`src/rtl/tlp_pkg.sv`:
```
// Shared definitions for the TLP class scheduler: default word width,
// traffic class codes, the link INIT state code and FSM state encodings.
package tlp_pkg;

  localparam int DATA_W_DEF = 12;

  typedef enum logic [1:0] {
    CLASS0 = 2'd0,
    CLASS1 = 2'd1,
    CLASS2 = 2'd2,
    CLASS3 = 2'd3
  } tlp_class_t;

  localparam logic [3:0] LINK_INIT = 4'b0001;

  typedef enum logic {
    IDLE = 1'b0,
    BUSY = 1'b1
  } sched_state_t;

  function automatic logic [3:0] onehot4(input logic [1:0] idx);
    return 4'b0001 << idx;
  endfunction

endpackage

```
`src/rtl/tlp_credit_counter.sv`:
```
// Per-class 4-bit credit counter. Loads MAX_CREDITS on reset or init,
// saturates on return, and a simultaneous return and spend cancel out.
module tlp_credit_counter #(
  parameter int MAX_CREDITS = 8
) (
  input  logic       clk,
  input  logic       reset,
  input  logic       inc,
  input  logic       dec,
  input  logic       init,
  output logic [3:0] count,
  output logic       nonzero
);

  localparam logic [3:0] MAX_CNT = 4'(MAX_CREDITS);

  // Credit count update; returns beyond MAX_CNT are dropped.
  always_ff @(posedge clk or posedge reset) begin
    if (reset) begin
      count <= MAX_CNT;
    end else if (init) begin
      count <= MAX_CNT;
    end else if (inc && !dec) begin
      if (count != MAX_CNT) count <= count + 4'd1;
    end else if (dec && !inc) begin
      count <= count - 4'd1;
    end
  end

  assign nonzero = (count != 4'd0);

endmodule

```
`src/rtl/tlp_class_scheduler.sv`:
```
// Round-robin scheduler across four TLP traffic classes with a one-word
// output register. Optional credit gating is enabled by defining
// TLP_SCHED_CREDIT_EN; without it every valid class is eligible.
module tlp_class_scheduler
  import tlp_pkg::*;
#(
  parameter int DATA_W      = DATA_W_DEF,
  parameter int MAX_CREDITS = 8
) (
  input  logic              clk,
  input  logic              reset,
  input  logic [3:0]        states,
  input  logic [DATA_W-1:0] req_data0,
  input  logic [DATA_W-1:0] req_data1,
  input  logic [DATA_W-1:0] req_data2,
  input  logic [DATA_W-1:0] req_data3,
  input  logic [3:0]        req_valid,
  output logic [3:0]        req_ready,
  input  logic [3:0]        credit_ret,
  output logic [DATA_W-1:0] out_data,
  output logic              out_valid,
  input  logic              out_ready,
  output logic [1:0]        grant_id
);

  sched_state_t      state, state_next;
  logic [1:0]        rr_ptr;
  logic [3:0]        elig;
  logic              flush, load, accept, found;
  logic [1:0]        pick, idx;
  logic [DATA_W-1:0] pick_data;

  assign flush = (states == LINK_INIT);
  assign load  = (!out_valid || out_ready) && !flush;

`ifdef TLP_SCHED_CREDIT_EN
  logic [3:0] has_credit;

  for (genvar gi = 0; gi < 4; gi++) begin : g_credit
    logic [3:0] unused_count;
    tlp_credit_counter #(.MAX_CREDITS(MAX_CREDITS)) u_cnt (
      .clk     (clk),
      .reset   (reset),
      .inc     (credit_ret[gi]),
      .dec     (req_ready[gi]),
      .init    (flush),
      .count   (unused_count),
      .nonzero (has_credit[gi])
    );
  end

  assign elig = req_valid & has_credit;
`else
  logic unused_credit_ret;
  assign unused_credit_ret = ^credit_ret;
  assign elig = req_valid;
`endif

  // Search classes rr_ptr+1 .. rr_ptr+4 and take the first eligible one.
  always_comb begin
    found = 1'b0;
    pick  = rr_ptr;
    idx   = rr_ptr;
    for (int k = 1; k <= 4; k++) begin
      idx = rr_ptr + 2'(k);
      if (!found && elig[idx]) begin
        found = 1'b1;
        pick  = idx;
      end
    end
  end

  assign accept    = load && found;
  assign req_ready = accept ? onehot4(pick) : 4'b0000;

  // Select the word offered by the picked class.
  always_comb begin
    pick_data = req_data0;
    case (pick)
      2'd1:    pick_data = req_data1;
      2'd2:    pick_data = req_data2;
      2'd3:    pick_data = req_data3;
      default: pick_data = req_data0;
    endcase
  end

  // Output FSM state register.
  always_ff @(posedge clk or posedge reset) begin
    if (reset) state <= IDLE;
    else       state <= state_next;
  end

  // Next state: BUSY while a word is held, IDLE once drained with nothing new.
  always_comb begin
    state_next = state;
    if (flush) begin
      state_next = IDLE;
    end else begin
      case (state)
        IDLE:    if (accept) state_next = BUSY;
        BUSY:    if (out_ready && !accept) state_next = IDLE;
        default: state_next = IDLE;
      endcase
    end
  end

  assign out_valid = (state == BUSY);

  // Output word register and round-robin pointer; data holds when not loading.
  always_ff @(posedge clk or posedge reset) begin
    if (reset) begin
      out_data <= '0;
      grant_id <= 2'd0;
      rr_ptr   <= 2'd3;
    end else if (flush) begin
      rr_ptr   <= 2'd3;
    end else if (accept) begin
      out_data <= pick_data;
      grant_id <= pick;
      rr_ptr   <= pick;
    end
  end

endmodule

```
`config.mk`:
```
export PLATFORM = sky130hd
export DESIGN_NAME = tlp_class_scheduler
export DESIGN_NICKNAME = d
export VERILOG_FILES = /design/src/rtl/tlp_pkg.sv /design/src/rtl/tlp_credit_counter.sv /design/src/rtl/tlp_class_scheduler.sv
export SDC_FILE = /design/constraint.sdc
export NUM_CORES = 1
export LEC_CHECK = 0
export ABC_AREA = 1
export CAP_MARGIN = 40
export CORE_ASPECT_RATIO = 2
export CORE_MARGIN = 4
export CORE_UTILIZATION = 39
export DETAILED_ROUTE_END_ITERATION = 10
export GPL_ROUTABILITY_DRIVEN = 0
export PLACE_DENSITY = 0.8
export REMOVE_ABC_BUFFERS = 1
export SETUP_SLACK_MARGIN = 0.4
export SLEW_MARGIN = 20
export SYNTH_ARGS = -nofsm -noshare
export SYNTH_HDL_FRONTEND = slang
export SYNTH_SLANG_ARGS = --single-unit
```
`constraint.sdc`:
```
create_clock -name clk -period 2.4 [get_ports clk]
set_input_delay 0.48 -clock clk [delete_from_list [all_inputs] [get_ports clk]]
set_output_delay 0.48 -clock clk [all_outputs]
set_load 0.01 [all_outputs]
```
# == After elaboration in Yosys (flattened, before gate mapping) ==
# Cells that the tools add are included.
# totals
reg_bits,17
latch_bits,0
mem_bits_rw,0
rom_bits,0
in_bits,63
output_inout_bits,19
wordCells,57
memories,0
# classes
n_addsub,3
n_mul,0
div,0
n_lt_le_gt_ge,4
n_eq_ne,4
shifts,1
mux,24
bitwise,2
n_reduce_logical,15
# op_table
op,n
$pmux W12 S3,1
$lt A2 B3 Y1 const B,4
$mux W2,6
$mux W1,11
$bmux W1 S2,4
$logic_and A1 B1 Y1,6
$logic_not A1 Y1,6
$add A2 B2 Y2 const B,2
$eq A2 B2 Y1 const B,2
$eq A4 B1 Y1 const B,1
$mux W4,1
$shl A1 B2 Y4 const A,1
$add A2 B1 Y2 const B,1
$eq A2 B1 Y1 const B,1
$not A1 Y1,2
$pmux W1 S2,1
$reduce_and A2 Y1,1
$reduce_bool A2 Y1,1
$logic_or A1 B1 Y1,1

# == Logic depth before layout (Yosys ltp) ==
# depth
depth_word,19
ltp_mapped,17
ltp_nobuf,15

# == Worst setup path before layout ==
# No wires, ideal clock.
# synth_path
kind,reg-to-output
start,register rr_ptr[0]
end,output port req_ready[0]
arrival_time_ns,1.770
required_ns,1.920
setup_slack_ns,0.150
path_stages_with_launch,11
path_buffers,2
path_cell_list,dfstp_2 buf_6 nand2_1 nand2_4 nand2_1 nand2_1 nand3_2 nand3_4 nand2_4 buf_6 nor3_1
# synth_between
elab_chain_cells,15
word_cells_on_any_way,28
classes_between,add/sub: 3; shift: 1; mux: 17; reduce/logical: 7
# synth_lines
element,line,source
from (decl),tlp_class_scheduler.sv:27,logic [1:0] rr_ptr;
from (signal assigned),tlp_class_scheduler.sv:120,rr_ptr <= pick;
$add A2 B1 Y2,tlp_class_scheduler.sv:65,idx = rr_ptr + 2'(k);
$bmux W1 S2,tlp_class_scheduler.sv:66,if (!found && elig[idx]) begin
$mux W1 (implied by the code),tlp_class_scheduler.sv:66,
$mux W1,tlp_class_scheduler.sv:66,
$logic_not A1 Y1,tlp_class_scheduler.sv:66,
$logic_and A1 B1 Y1,tlp_class_scheduler.sv:66,
$mux W1,tlp_class_scheduler.sv:66,
$logic_not A1 Y1,tlp_class_scheduler.sv:66,
$logic_and A1 B1 Y1,tlp_class_scheduler.sv:66,
$mux W1,tlp_class_scheduler.sv:66,
$logic_not A1 Y1,tlp_class_scheduler.sv:66,
$logic_and A1 B1 Y1,tlp_class_scheduler.sv:66,
$mux W2 / $mux W1 (equally long branches),tlp_class_scheduler.sv:66,
$shl A1 B2 Y4 / $logic_and A1 B1 Y1 (equally long branches),"tlp_pkg.sv:22, tlp_class_scheduler.sv:73",
$mux W4 (*),tlp_class_scheduler.sv:74,assign req_ready = accept ? onehot4(pick) : 4'b0000;
to (decl),tlp_class_scheduler.sv:18,"output logic [3:0] req_ready,"
# Mark *: on every way between the ends. The rest lies on a longest branch, timed or not. The select of a mux whose other input is x is not followed.

# == Worst setup path in the final report ==
# layout_path
start,register rr_ptr[0]
end,output port req_ready[1]
# The elaborated chain is that of the path after synthesis.

==> impl_results.md <==
* Worst Slack Setup Final at -156 ps
* PortBufs at 77
* Dpl ws at -562 ps
* Max Fclk at 0.391 GHz
* Crit Path Max Fanout at 7
* Clock latency on the worst-skew pair at 260 ps
* Total track usage at 0.220
* Setup TNS at -817 ps
* Fraction of layout cells with a size suffix above 1 at 0.316
* R2R depth at 18
* Clock Root Buffer: clkbuf_8
* Final period util at 1.07
* Uppermost layer routed: met4
* Initial core utilization at 0.413
* Top FF cell, synth: dfrtp_1
* Cells after Synth at 224
* Largest family of logic cells by synthesized area: simple AND/OR/NAND/NOR gates
* Pin count of the biggest net entering global routing at 18
* Switching Share at 0.492
* Crit path DAT at 2080 ps
* Max Cap Viol at 0
* WP data required at 1920 ps
* Die width at 52.1 microns
* Worst Hold End: out_data[9]
* Synthesized area at 1520 sq um
* Crit Reg-Reg Startpoint: rr_ptr[0]
* Internal at 2.66 mW
* Post-synthesis simple-gate area fraction at 0.463
* Worst-Margin Slew at 682 ps
* Hold Slack at 482 ps
* Utilization after layout at 0.754
* Hpwl dp at 3900 microns
* Filler instances at 280
* Residual DRC count at 0
* CTS Buf Count at 3
* WL met3 at 265 microns
* Initial antenna violation count at 0
* Worst Clk Skew at 6.92 ps
* FF-to-FF End: rr_ptr[1]
* Synth area leaders: dfrtp_1 25%, nand2_1 17%, nand3_1 12%
* DRT iter0 DRCs at 38
* Routed WL per cell at 14.4 microns
* Io pins at 82
* Final setup viols at 6
* LEAKAGE at 1.38 nW
* Pwr per Cell Area at 1880 nW/um^2
* First-pass GRT wire length at 8250 microns
* Worst Setup Path Type: flop to primary output
* XOR/XNOR Fraction of Synth Area at 0
* Gate power share at 0.855
* Die height at 96.3 microns
* Minimum clock period at 2560 ps
* Synth async-reset ratio at 1.00
* Max Slew Vio Count at 0
* EDFF count, synth at 0
* Detail Route met2 WL at 3270 microns
* Worst-case vdd ir drop at 2.04 mV
* Clock transition at the registers of the reported paths at 70 ps
* Routed Antenna Nets at 0
* Number of global-route vias before repair at 1949
* Synthesis-to-finish area growth at 82.8%
* Synth warn at 0
* CP Capture Type: primary output
* Largest area contributor in the netlist: dfrtp_1
* Netlist cell types at 25
* Die Area at 5020 sq um
* Flop-to-flop setup slack at -120 ps
* Unrepaired setup endpoints after global routing: yes
* Core Rows at 31
* Hold Crit Start: out_data[9]
* Mux cell area share after synthesis at 0
* Vias/cell at 5.02
* Fin area at 2780 sq um
* Top cell type's share of synthesized area at 0.247
* Total routed wirelength at 5600 microns
* Mean Syn Cell Area at 6.79 sq um
* Max-slew headroom at 0.545
* Outcome: complete, but fails checks
* Grt ovf at 0
* Synth Area in Adders at 0
* Dpl cells at 364
* Sw Pwr at 2.58 mW
* Wire length on met1 at 1840 microns
* Seq pwr share at 0.103
* Clock sink count at 17
* Inserted Diodes at 0
* First-pass iteration count of the detailed router at 4
* Core area at 3680 sq um
* Hold Path Cell Cnt at 2
* Post-synthesis sequential area ratio at 0.281
* Power Total at 5.24 mW
* Hold Vio Cnt, Final at 0
* Post-synthesis compound-gate area fraction at 0.116
* Seq cells post-synth at 17
* Nets at 403
* Clk pwr share at 0.042
* Non-Filler Instances at 388
* CTS Buffer Depth at 2
* HP Class: flop to flop
* Failing checks: negative setup slack
* Via count at 1948
* Critical Path Start Type: flop
* CTS tree: done
* H-tree levels at 1
* Cell area after placement at 2460 sq um
-- power by group through the flow --
| stage | clock network, mW | logic [mW] | registers (mW) |
|---|---|---|---|
| floorplan | 0 | 1.95 | 0.615 |
| global placement | 0 | 3.44 | 0.560 |
| detailed placement | 0 | 3.50 | 0.562 |
| CTS | 0.223 | 3.83 | 0.538 |
| global route | 0.236 | 4.82 | 0.556 |
| finish | 0.218 | 4.48 | 0.541 |
-- layout make-up --
| class | count | area (sq um) | share of cell area |
|---|---|---|---|
| clock buffers | 4 | 45.0 | 0.0162 |
| well taps | 49 | 61.3 | 0.0221 |
| repair buffers | 121 | 1140 | 0.411 |
| multi-input cells | 167 | 976 | 0.351 |
| flip-flops and latches | 17 | 428 | 0.154 |
| inverters | 30 | 128 | 0.0459 |
-- worst max-delay path, stage by stage, from the launching register on --
cell and delay (ps):
dfstp_2 560, buf_12 130, inv_8 50, nand2_4 70, nand2_4 60, nand2_4 90, nand2_4 70, nor2_4 150
nand4_1 150, nand3_2 150, inv_2 70, nand2_2 70, nor2_1 50, buf_2 150
-- cell usage after synthesis, types with 2 or more instances --
cell     count
inv_1       24
inv_2        5
dfrtp_1     15
dfstp_2      2
a21oi_2     10
o21ai_1      2
nand4_1      4
buf_6        6
a21oi_1      4
nor2_1       8
nand3_2      3
o21ai_0     10
nand2_1     69
buf_2        4
nand2_4      6
nand3_1     35
nand2_2      9
-- worst max-delay path by stage --
stage	from	endpoint	slack, ps	depth (start not counted)
global placement	req_valid[3]	req_ready[3]	-510	11
detailed placement	req_valid[3]	req_ready[2]	-560	12
floorplan	rr_ptr[0]	req_ready[0]	-390	8
CTS	rr_ptr[0]	req_ready[2]	-30	13
global route	rr_ptr[0]	req_ready[1]	-260	13
finish	rr_ptr[0]	req_ready[1]	-160	13
-- state kept, by name, summed over array words and instances, names as in the netlist --
signal / count
grant_id: 2
out_data: 12
out_valid: 1
rr_ptr: 2
-- cell usage in the layout, fill, tap and decap left out, types with 2 or more instances in the layout --
cell and count:
inv_8 2, nand3_2 6, a21oi_1 4, nand2_4 13, inv_2 6, nor2_4 2, dlygate4sd2_1 3, o21ai_1 7
o21ai_0 4, clkbuf_8 3, nand2_1 63, nor2_2 2, dfrtp_1 15, a21oi_2 10, inv_1 22, buf_6 3
dfstp_2 2, o21ai_2 2, buf_2 4, nand2_2 8, nand4_1 4, buf_4 37, nand3_1 32, clkdlybuf4s50_1 69
buf_12 4, nor2_1 6
-- cells by family (layout without fill, tap and decap cells) --
group / Yosys count / count (layout)
DFF: 17 / 17
AOI/OAI and AO/OA: 27 / 27
buffers and inverters: 41 / 155
and+or+nand+nor: 139 / 140
-- what timing repair did --
item,CTS,global route
setup endpoints to repair,16,20
gates resized for setup,35,31
gates cloned,1,0
hold buffers,0,0
pin swaps,6,10
setup buffers,10,9
-- metal layers --
| metal | global-route usage | vias up |
|---|---|---|
| met2 | 0.436 | 70 |
| li1 | - | 947 |
| met5 | 0 | - |
| met3 | 0.0388 | 19 |
| met4 | 0.151 | 0 |
| met1 | 0.184 | 912 |
No activity file was read; power rests on OpenSTA's default activity.
